**src/rtl/timer_pkg.sv**
```systemverilog
// Shared constants for the timer block: widths, FSM encoding and register map.
package timer_pkg;

  localparam int unsigned CNT_W  = 64;
  localparam int unsigned DIV_W  = 4;
  localparam int unsigned HALF_W = 32;

  localparam logic [1:0] ST_IDLE = 2'b00;
  localparam logic [1:0] ST_RUN  = 2'b01;
  localparam logic [1:0] ST_HALT = 2'b10;

  localparam logic [7:0] ADDR_TDR0  = 8'h04;
  localparam logic [7:0] ADDR_TDR1  = 8'h08;
  localparam logic [7:0] ADDR_TCMP0 = 8'h0C;
  localparam logic [7:0] ADDR_TCMP1 = 8'h10;

endpackage

```
**src/rtl/timer_prescaler.sv**
```systemverilog
// Prescaler: divides RUN cycles by div_val+1 and emits a one-cycle count tick.
module timer_prescaler
  import timer_pkg::*;
(
  input  logic             clk,
  input  logic             rst,
  input  logic             i_run,
  input  logic             i_clr,
  input  logic             i_div_en,
  input  logic [DIV_W-1:0] i_div_val,
  output logic             o_tick_c
);

  logic [DIV_W-1:0] r_int_cnt;
  logic [DIV_W-1:0] r_div_val_q;
  logic             r_div_en_q;
  logic             w_cfg_chg;

  // Any reprogramming of the divider restarts the phase from zero.
  assign w_cfg_chg = (i_div_val != r_div_val_q) || (i_div_en != r_div_en_q);
  assign o_tick_c  = i_run && (!i_div_en || (r_int_cnt == i_div_val));

  always_ff @(posedge clk) begin
    if (rst) begin
      r_int_cnt   <= '0;
      r_div_val_q <= '0;
      r_div_en_q  <= 1'b0;
    end else begin
      r_div_val_q <= i_div_val;
      r_div_en_q  <= i_div_en;
      if (i_clr || w_cfg_chg || !i_div_en) begin
        r_int_cnt <= '0;
      end else if (i_run) begin
        r_int_cnt <= o_tick_c ? '0 : r_int_cnt + DIV_W'(1);
      end
    end
  end

endmodule

```
**src/rtl/timer_cnt_cmp.sv**
```systemverilog
// 64-bit timer counter with run/halt control, software preload and a sticky
// compare-match status driving the timer interrupt.
module timer_cnt_cmp
  import timer_pkg::*;
(
  input  logic              clk,
  input  logic              rst,
  input  logic              timer_en,
  input  logic              div_en,
  input  logic [DIV_W-1:0]  div_val,
  input  logic              halt_req,
  input  logic              dbg_mode,
  input  logic              tdr0_wr,
  input  logic              tdr1_wr,
  input  logic [HALF_W-1:0] wr_data,
  input  logic [HALF_W-1:0] tcmp0,
  input  logic [HALF_W-1:0] tcmp1,
  input  logic              int_en,
  input  logic              int_st_clr,
  output logic [HALF_W-1:0] cnt_lo,
  output logic [HALF_W-1:0] cnt_hi,
  output logic              halt_ack,
  output logic              int_st,
  output logic              tim_int
);

  logic [1:0]       r_state;
  logic [1:0]       w_state_nxt;
  logic [CNT_W-1:0] r_cnt;
  logic [CNT_W-1:0] w_cnt_base;
  logic [CNT_W-1:0] w_cnt_nxt;
  logic             r_en_q;
  logic             r_halt_ack;
  logic             r_int_st;
  logic             w_run;
  logic             w_fall;
  logic             w_tick;
  logic             w_match;
  logic             w_halt_cond;

  assign w_run       = (r_state == ST_RUN);
  assign w_fall      = r_en_q && !timer_en;
  assign w_match     = (r_cnt == {tcmp1, tcmp0});
  assign w_halt_cond = halt_req && dbg_mode;

  timer_prescaler u_prescaler (
    .clk       (clk),
    .rst       (rst),
    .i_run     (w_run),
    .i_clr     (w_fall),
    .i_div_en  (div_en),
    .i_div_val (div_val),
    .o_tick_c  (w_tick)
  );

  // State register; halt_ack tracks the HALT state exactly.
  always_ff @(posedge clk) begin
    if (rst) begin
      r_state    <= ST_IDLE;
      r_halt_ack <= 1'b0;
    end else begin
      r_state    <= w_state_nxt;
      r_halt_ack <= (w_state_nxt == ST_HALT);
    end
  end

  // Next-state logic; dropping timer_en overrides every transition.
  always_comb begin
    w_state_nxt = r_state;
    case (r_state)
      ST_IDLE: if (timer_en) w_state_nxt = ST_RUN;
      ST_RUN:  if (w_halt_cond) w_state_nxt = ST_HALT;
      ST_HALT: if (!w_halt_cond) w_state_nxt = ST_RUN;
      default: w_state_nxt = ST_IDLE;
    endcase
    if (!timer_en) begin
      w_state_nxt = ST_IDLE;
    end
  end

  // Counter next value: software writes override their half of clear/increment.
  always_comb begin
    w_cnt_base = r_cnt;
    if (w_fall) begin
      w_cnt_base = '0;
    end else if (w_tick) begin
      w_cnt_base = r_cnt + CNT_W'(1);
    end
    w_cnt_nxt = w_cnt_base;
    if (tdr0_wr) begin
      w_cnt_nxt[HALF_W-1:0] = wr_data;
    end
    if (tdr1_wr) begin
      w_cnt_nxt[CNT_W-1:HALF_W] = wr_data;
    end
  end

  always_ff @(posedge clk) begin
    if (rst) begin
      r_cnt    <= '0;
      r_en_q   <= 1'b0;
      r_int_st <= 1'b0;
    end else begin
      r_cnt    <= w_cnt_nxt;
      r_en_q   <= timer_en;
      r_int_st <= w_match || (r_int_st && !int_st_clr);
    end
  end

  assign cnt_lo   = r_cnt[HALF_W-1:0];
  assign cnt_hi   = r_cnt[CNT_W-1:HALF_W];
  assign halt_ack = r_halt_ack;
  assign int_st   = r_int_st;
  assign tim_int  = r_int_st && int_en;

endmodule

```
**config.mk**
```make
export PLATFORM = sky130hd
export DESIGN_NAME = timer_cnt_cmp
export DESIGN_NICKNAME = d
export VERILOG_FILES = /design/src/rtl/timer_pkg.sv /design/src/rtl/timer_prescaler.sv /design/src/rtl/timer_cnt_cmp.sv
export SDC_FILE = /design/constraint.sdc
export NUM_CORES = 1
export LEC_CHECK = 0
export CELL_PAD_IN_SITES_DETAIL_PLACEMENT = 0
export CELL_PAD_IN_SITES_GLOBAL_PLACEMENT = 2
export CORE_ASPECT_RATIO = 0.6
export CORE_UTILIZATION = 28
export DETAILED_ROUTE_END_ITERATION = 8
export PLACE_DENSITY = 0.91
export SYNTH_ARGS = -nofsm -noshare
export SYNTH_HDL_FRONTEND = slang
export SYNTH_SLANG_ARGS = --single-unit
```
**constraint.sdc**
```tcl
create_clock -name clk -period 6.7 [get_ports clk]
set_input_delay 1.34 -clock clk [delete_from_list [all_inputs] [get_ports clk]]
set_output_delay 1.34 -clock clk [all_outputs]
set_load 0.05 [all_outputs]
```
==> flow_summary.yaml, run 1 <==
synth:
  synth_nets: 838
  synth_edf_count: 0
  ys.flop_type: "dfxtp_1"
  synth_area_um2: 5450
  avgSynthCellArea_um2: 7.50
  yosysWarnings: 0
  async_flop_share_pct: 0
  yosys-top-cells-area: "dfxtp_1, xnor2_1, nand2_1, nand4_1, a21oi_1"
  synth_top_area_share_pct: 28.7
  synth_cell_types: 53
  synth-seq-cells: 78
  yosys.area.top_type: "dfxtp_1"
  syn_inst: 726
  yosysSeqAreaShare_pct: 28.7
grt:
  grt_antenna_before_repair: 0
  grt_use_met2_pct: 34.6
  grt_use_met3_pct: 13.6
  grt_max_degree: 40
  busiest_layer: "met1"
  grt_first_pass_wirelength_um: 39100
  grt_pass1_vias: 5828
  use_met1_pct: 39.5
  track_usage_pct: 27.0
  grt_overflow: 0
run_status:
  status: "completed"
clock_tree:
  cts_buffers: 9
  cts_tree: "yes"
  root_buffer: "clkbuf_16"
  cts_resized: 0
  cts_setup_buffers: 0
  numClockSinks: 78
  clk_pin_slew_ns: 0.07
  cts-htree-levels: 3
  cts_buffer_depth: 2
  clk_latency_ns: 0.35
  cts_hold_buffers: 0
flow_run:
  cap_violations: 0
detailed_routing:
  vias: 6683
  initialDrtViolationCount: 912
  routed_wl_um: 27500
  drc: 0
  ant_nets: 0
  viasPerCell: 5.97
  wire_per_inst_um: 24.6
  drt_first_pass_iters: 6
floorplan:
  ios: 177
  die_width_um: 182
  rows: 39
  design.die.area_um2: 20000
  coreArea_um2: 19000
  die_h_um: 110
  start_util_pct: 28.6
worst_hold_path:
  hold_depth: 2
  min_from: "int_st$_SDFF_PP0_"
  min_path_type: "flop to flop"
  whs_endpoint: "int_st$_SDFF_PP0_"
place:
  place_congestion: 0.958
  post_dp_cell_area_um2: 7370
  numPortBuffers: 176
  dp_hpwl_um: 21200
critical_path:
  cp_common_cell: "nand2_1"
  crit-reg2reg-capture: "r_cnt[49]$_SDFFE_PP0P_"
  reg2reg_from: "r_cnt[20]$_SDFFE_PP0P_"
  cpPeakStageDelay_ns: 0.60
  path_cells: "clkdlybuf4s50_1 -> xor2_1 -> o41ai_1 -> nand2_1 -> buf_4 -> nand2_1 -> nand2_1 -> o21ai_0"
  cp_max_fo: 30
  worstRegToRegCells: 6
  worstSetupPathType: "primary input to flop"
  cp.required_ns: 6.97
  crit_buf_inv: 2
  rrSetupSlack_ns: 3.42
  cp-end-kind: "flop"
  critPathArrivalTime_ns: 4.36
  startpoint_type: "primary input"
  critPathTopFamily: "simple AND/OR/NAND/NOR gates"
  cp_slowest_cell: "nand2_1"
layout:
  n_antenna_cell: 0
  area_growth_pct: 41.2
  final_layout_size_suffix_gt1_share_pct: 4.35
  post-route-util_pct: 40.4
  finalInstanceArea_um2: 7690
  nets: 980
sta:
  period_share_pct: 61.1
  rsz0062_at_grt: "no"
  finClkSkew_ns: 0.0117
  fin_hold_ws_ns: 0.510
  slew_violations: 0
  tns_ns: 0
  max_freq_mhz: 244
  final-setup-viol-count: 0
  period_minus_slack_ns: 4.09
  worst_pin_slew_ns: 1.16
  hold_viol_final: 0
  max_slew_margin_pct: 21.6
pwr:
  ir_worst_vdd_v: 0.000109
  p_per_area_nw_per_um2: 184
  p_leak_nw: 2.37
## kinds of logic after synthesis
family | after synthesis | synth area share, %
simple gates | 327 | 31.1
xor+xnor | 89 | 14.3
compound gates | 163 | 20.2
flops | 78 | 28.7
buf+inv | 63 | 4.48
fa+ha+maj | 2 | 0.459
mux | 4 | 0.758
## worst max path at each step
| stage | start | endpoint | slack [ns] | cells after the start |
|---|---|---|---|---|
| 5_1_grt | div_val[3] | r_cnt[15]$_SDFFE_PP0P_ | 2.38 | 8 |
| 2_1_floorplan | div_val[3] | r_cnt[35]$_SDFFE_PP0P_ | 3.48 | 8 |
| 4_1_cts | int_en | tim_int | 2.65 | 3 |
| 3_3_place_gp | div_val[3] | r_cnt[17]$_SDFFE_PP0P_ | 2.39 | 8 |
| 3_5_place_dp | div_val[3] | r_cnt[27]$_SDFFE_PP0P_ | 2.35 | 8 |
| 6_report | div_val[3] | r_cnt[27]$_SDFFE_PP0P_ | 2.61 | 8 |
## layout by cell type (no fill, tap or decap), types with 3 or more instances in the layout
cell type / n
clkdlybuf4s50_1: 176
nand2_1: 93
dfxtp_1: 78
xnor2_1: 68
nand4_1: 50
a21oi_1: 42
nor2_1: 35
nor3_1: 35
nor4_1: 32
o21ai_0: 30
nand3_1: 28
xor2_1: 21
o211ai_1: 15
a22o_1: 12
or4_1: 10
or2_2: 9
o31ai_1: 9
inv_1: 9
nor2b_1: 9
clkbuf_16: 9
buf_4: 9
or3_1: 8
a32oi_1: 6
a211oi_1: 6
a32o_1: 6
a21o_1: 5
a31oi_1: 5
o31a_1: 5
o311ai_0: 4
a2111oi_0: 4
and3_1: 4
o22ai_1: 3
and4_1: 3
mux2i_1: 3
nand2b_1: 3
clkinv_4: 3
## synth_stat cells (8+ instances only)
library cell	count
nand4_1	50
or3_1	8
nor4_1	32
xnor2_1	68
nor2b_1	9
o31ai_1	9
a21oi_1	42
o211ai_1	15
clkbuf_1	47
o21ai_0	30
xor2_1	21
nor2_1	35
nand2_1	93
dfxtp_1	78
a22o_1	12
or2_2	9
or4_1	10
nand3_1	28
nor3_1	35
inv_1	9
## worst reg2reg max path: stages, from the launching register on
cell and delay (ns):
dfxtp_1 0.58, nand4_1 0.53, or4_1 0.69, or4_1 0.55, or4_4 0.52, o31a_1 0.25
o21ai_1 0.10
## layout make-up
type	count	area, um2
Fill cell	1956	11300
Inverter	9	33.8
Timing Repair Buffer	185	1830
Clock inverter	5	65.1
Clock buffer	11	253
Tap cell	246	308
Sequential cell	78	1560
Multi-Input combinational cell	585	3640
## power breakdown
part	internal (mW)	switching, mW
registers	0.485	0.0564
clock network	0.313	0.226
logic	0.145	0.187
total	0.943	0.470
## metal layers
metal	part of all wire (%)	wire (um)
met5	0	0
met4	1.1	303
met3	17	4620
met2	37	10200
met1	45	12500
## per-stage QoR
stage / cells / power (mW) / setup slack (ns)
global route: 1119 / 1.45 / 2.38
detailed placement: 1103 / 0.876 / 2.35
CTS: 1119 / 1.40 / 2.65
floorplan: 726 / 0.702 / 3.48
global placement: 1103 / 0.876 / 2.39
finish: 1119 / 1.41 / 2.61
## registers in the layout, indices dropped and copies added (netlist names)
| register | count |
|---|---|
| r_cnt | 64 |
| u_prescaler.r_div_val_q | 4 |
| u_prescaler.r_int_cnt | 4 |
| r_state | 2 |
| halt_ack | 1 |
| int_st | 1 |
| r_en_q | 1 |
| u_prescaler.r_div_en_q | 1 |
Power figures use the tool's default switching activity.
==> run 2, diff against run 1 <==
--- a/config.mk
+++ b/config.mk
@@ -8,9 +8,9 @@
 export CELL_PAD_IN_SITES_DETAIL_PLACEMENT = 0
 export CELL_PAD_IN_SITES_GLOBAL_PLACEMENT = 2
 export CORE_ASPECT_RATIO = 0.6
-export CORE_UTILIZATION = 28
+export CORE_UTILIZATION = 26
 export DETAILED_ROUTE_END_ITERATION = 8
-export PLACE_DENSITY = 0.91
+export PLACE_DENSITY = 0.85
 export SYNTH_ARGS = -nofsm -noshare
 export SYNTH_HDL_FRONTEND = slang
 export SYNTH_SLANG_ARGS = --single-unit
==> constraint.sdc (replaced) <==
create_clock -name clk -period 4.15 [get_ports clk]
set_input_delay 0.83 -clock clk [delete_from_list [all_inputs] [get_ports clk]]
set_output_delay 0.83 -clock clk [all_outputs]
set_load 0.05 [all_outputs]
==> run 2 against run 1 <==
  * Routed wire length grew 3.8%
  * Via count increased by 0.57%
  * Largest cell class unchanged
  * Final cell count up 3.8%
==> flow_summary.yaml, run 2 (same netlist as run 1, synthesis figures left out) <==
clock_tree:
  cts_setup_buffers: 0
  cts-htree-levels: 3
  cts_resized: 0
  cts_buffer_depth: 2
  cts_tree: "yes"
  clk_latency_ns: 0.35
  cts_hold_buffers: 0
  clk_pin_slew_ns: 0.06
  numClockSinks: 78
  root_buffer: "clkbuf_16"
  cts_buffers: 9
sta:
  period_minus_slack_ns: 3.27
  fin_hold_ws_ns: 0.512
  worst_pin_slew_ns: 1.01
  tns_ns: 0
  rsz0062_at_grt: "no"
  finClkSkew_ns: 0.00910
  final-setup-viol-count: 0
  max_slew_margin_pct: 31.7
  hold_viol_final: 0
  period_share_pct: 78.7
  max_freq_mhz: 306
  slew_violations: 0
layout:
  reg.largest.list: "r_cnt: 64 flops, u_prescaler.r_div_val_q: 4 flops, u_prescaler.r_int_cnt: 4 flops"
  regMostFlops: "r_cnt"
  final_common_cell: "clkdlybuf4s50_1"
  n_antenna_cell: 0
  nets: 995
  area_growth_pct: 43.2
  n_fill_cell: 2126
  largest_reg_flops: 64
  final_cell_mix: "clkdlybuf4s50_1, nand2_1, dfxtp_1"
  final_layout_size_suffix_gt1_share_pct: 5.97
pwr:
  p_leak_nw: 2.42
  ir_worst_vdd_v: 0.000193
  p_per_area_nw_per_um2: 283
critical_path:
  reg2reg_from: "r_cnt[14]$_SDFFE_PP0P_"
  critPathCapture: "r_cnt[50]$_SDFFE_PP0P_"
  cp.required_ns: 4.39
  crit_start: "div_val[3]"
  startpoint_type: "primary input"
  crit-reg2reg-capture: "r_cnt[49]$_SDFFE_PP0P_"
  critPathArrivalTime_ns: 3.50
  cp-end-kind: "flop"
  worstSetupPathType: "primary input to flop"
  rrSetupSlack_ns: 1.05
  cp_max_fo: 15
  worstRegToRegCells: 6
detailed_routing:
  wire_per_inst_um: 24.6
  initialDrtViolationCount: 1052
  ant_nets: 0
  vias: 6721
  drc: 0
  drt_first_pass_iters: 5
  routed_wl_um: 28600
  viasPerCell: 5.79
floorplan:
  design.die.area_um2: 21500
  rows: 40
  die_width_um: 189
  ios: 177
  coreArea_um2: 20300
  die_h_um: 114
  start_util_pct: 26.9
grt:
  grt_max_degree: 34
  grt_antenna_before_repair: 1
  track_usage_pct: 26.4
  grt_pass1_vias: 6208
  grt_first_pass_wirelength_um: 41400
  grt_overflow: 0
worst_hold_path:
  min_path_type: "flop to flop"
place:
  dp_hpwl_um: 22600
  place_congestion: 0.965
  numPortBuffers: 176
run_status:
  status: "completed"
flow_run:
  cap_violations: 0
==> run 2: worst min-delay path by stage <==
stage / start / slack [ns] / end / cells past startpoint
floorplan: u_prescaler.r_div_en_q$_SDFF_PP0_ / 0.48 / u_prescaler.r_int_cnt[0]$_SDFFE_PP0P_ / 2
CTS: int_st$_SDFF_PP0_ / 0.51 / int_st$_SDFF_PP0_ / 2
global placement: int_st$_SDFF_PP0_ / 0.49 / int_st$_SDFF_PP0_ / 2
global route: int_st$_SDFF_PP0_ / 0.55 / int_st$_SDFF_PP0_ / 2
finish: int_st$_SDFF_PP0_ / 0.51 / int_st$_SDFF_PP0_ / 2
detailed placement: int_st$_SDFF_PP0_ / 0.50 / int_st$_SDFF_PP0_ / 2
==> run 2: per-stage QoR <==
step / util, % / setup WS (ns) / power [mW] / area (um2) / instances
2_1_floorplan: - / 1.24 / 1.13 / 5450 / 726
3_3_place_gp: 37.1 / 0.553 / 1.43 / 7520 / 1145
3_5_place_dp: 37.1 / 0.568 / 1.43 / 7520 / 1145
4_1_cts: 38.5 / 0.895 / 2.20 / 7800 / 1161
5_1_grt: 38.5 / 0.684 / 2.28 / 7800 / 1161
6_report: 38.5 / 0.884 / 2.21 / 7800 / 1161
==> run 2: final cells by class <==
class / count / area, um2 / area share, %
Tap cell: 273 / 342 / 4.38
Clock buffer: 9 / 225 / 2.89
Inverter: 9 / 33.8 / 0.433
Timing Repair Buffer: 200 / 1940 / 24.9
Sequential cell: 78 / 1560 / 20.0
Multi-Input combinational cell: 585 / 3640 / 46.7
Clock inverter: 7 / 52.6 / 0.674
==> run 2: critical path: stages <==
cell and delay (ns):
clkdlybuf4s50_1 0.48, xor2_1 0.17, o41ai_1 0.37, buf_4 0.19
nand2_1 0.40, buf_4 0.38, nor3_1 0.27, nand3_1 0.12
a32o_1 0.29
==> run 2: layer usage <==
metal  wire, um  up-vias  track usage, %
li1           -     3024               -
met1      13000     3174            38.9
met2      10300      483            32.6
met3       4840       40            13.6
met4        476        0            5.48
met5          0        -               0
==> run 2: report_power, final <==
| part | leakage (nW) | switching (mW) | internal [mW] |
|---|---|---|---|
| sequential | 0.639 | 0.0826 | 0.783 |
| clock | 0.137 | 0.371 | 0.413 |
| combinational | 1.64 | 0.317 | 0.242 |
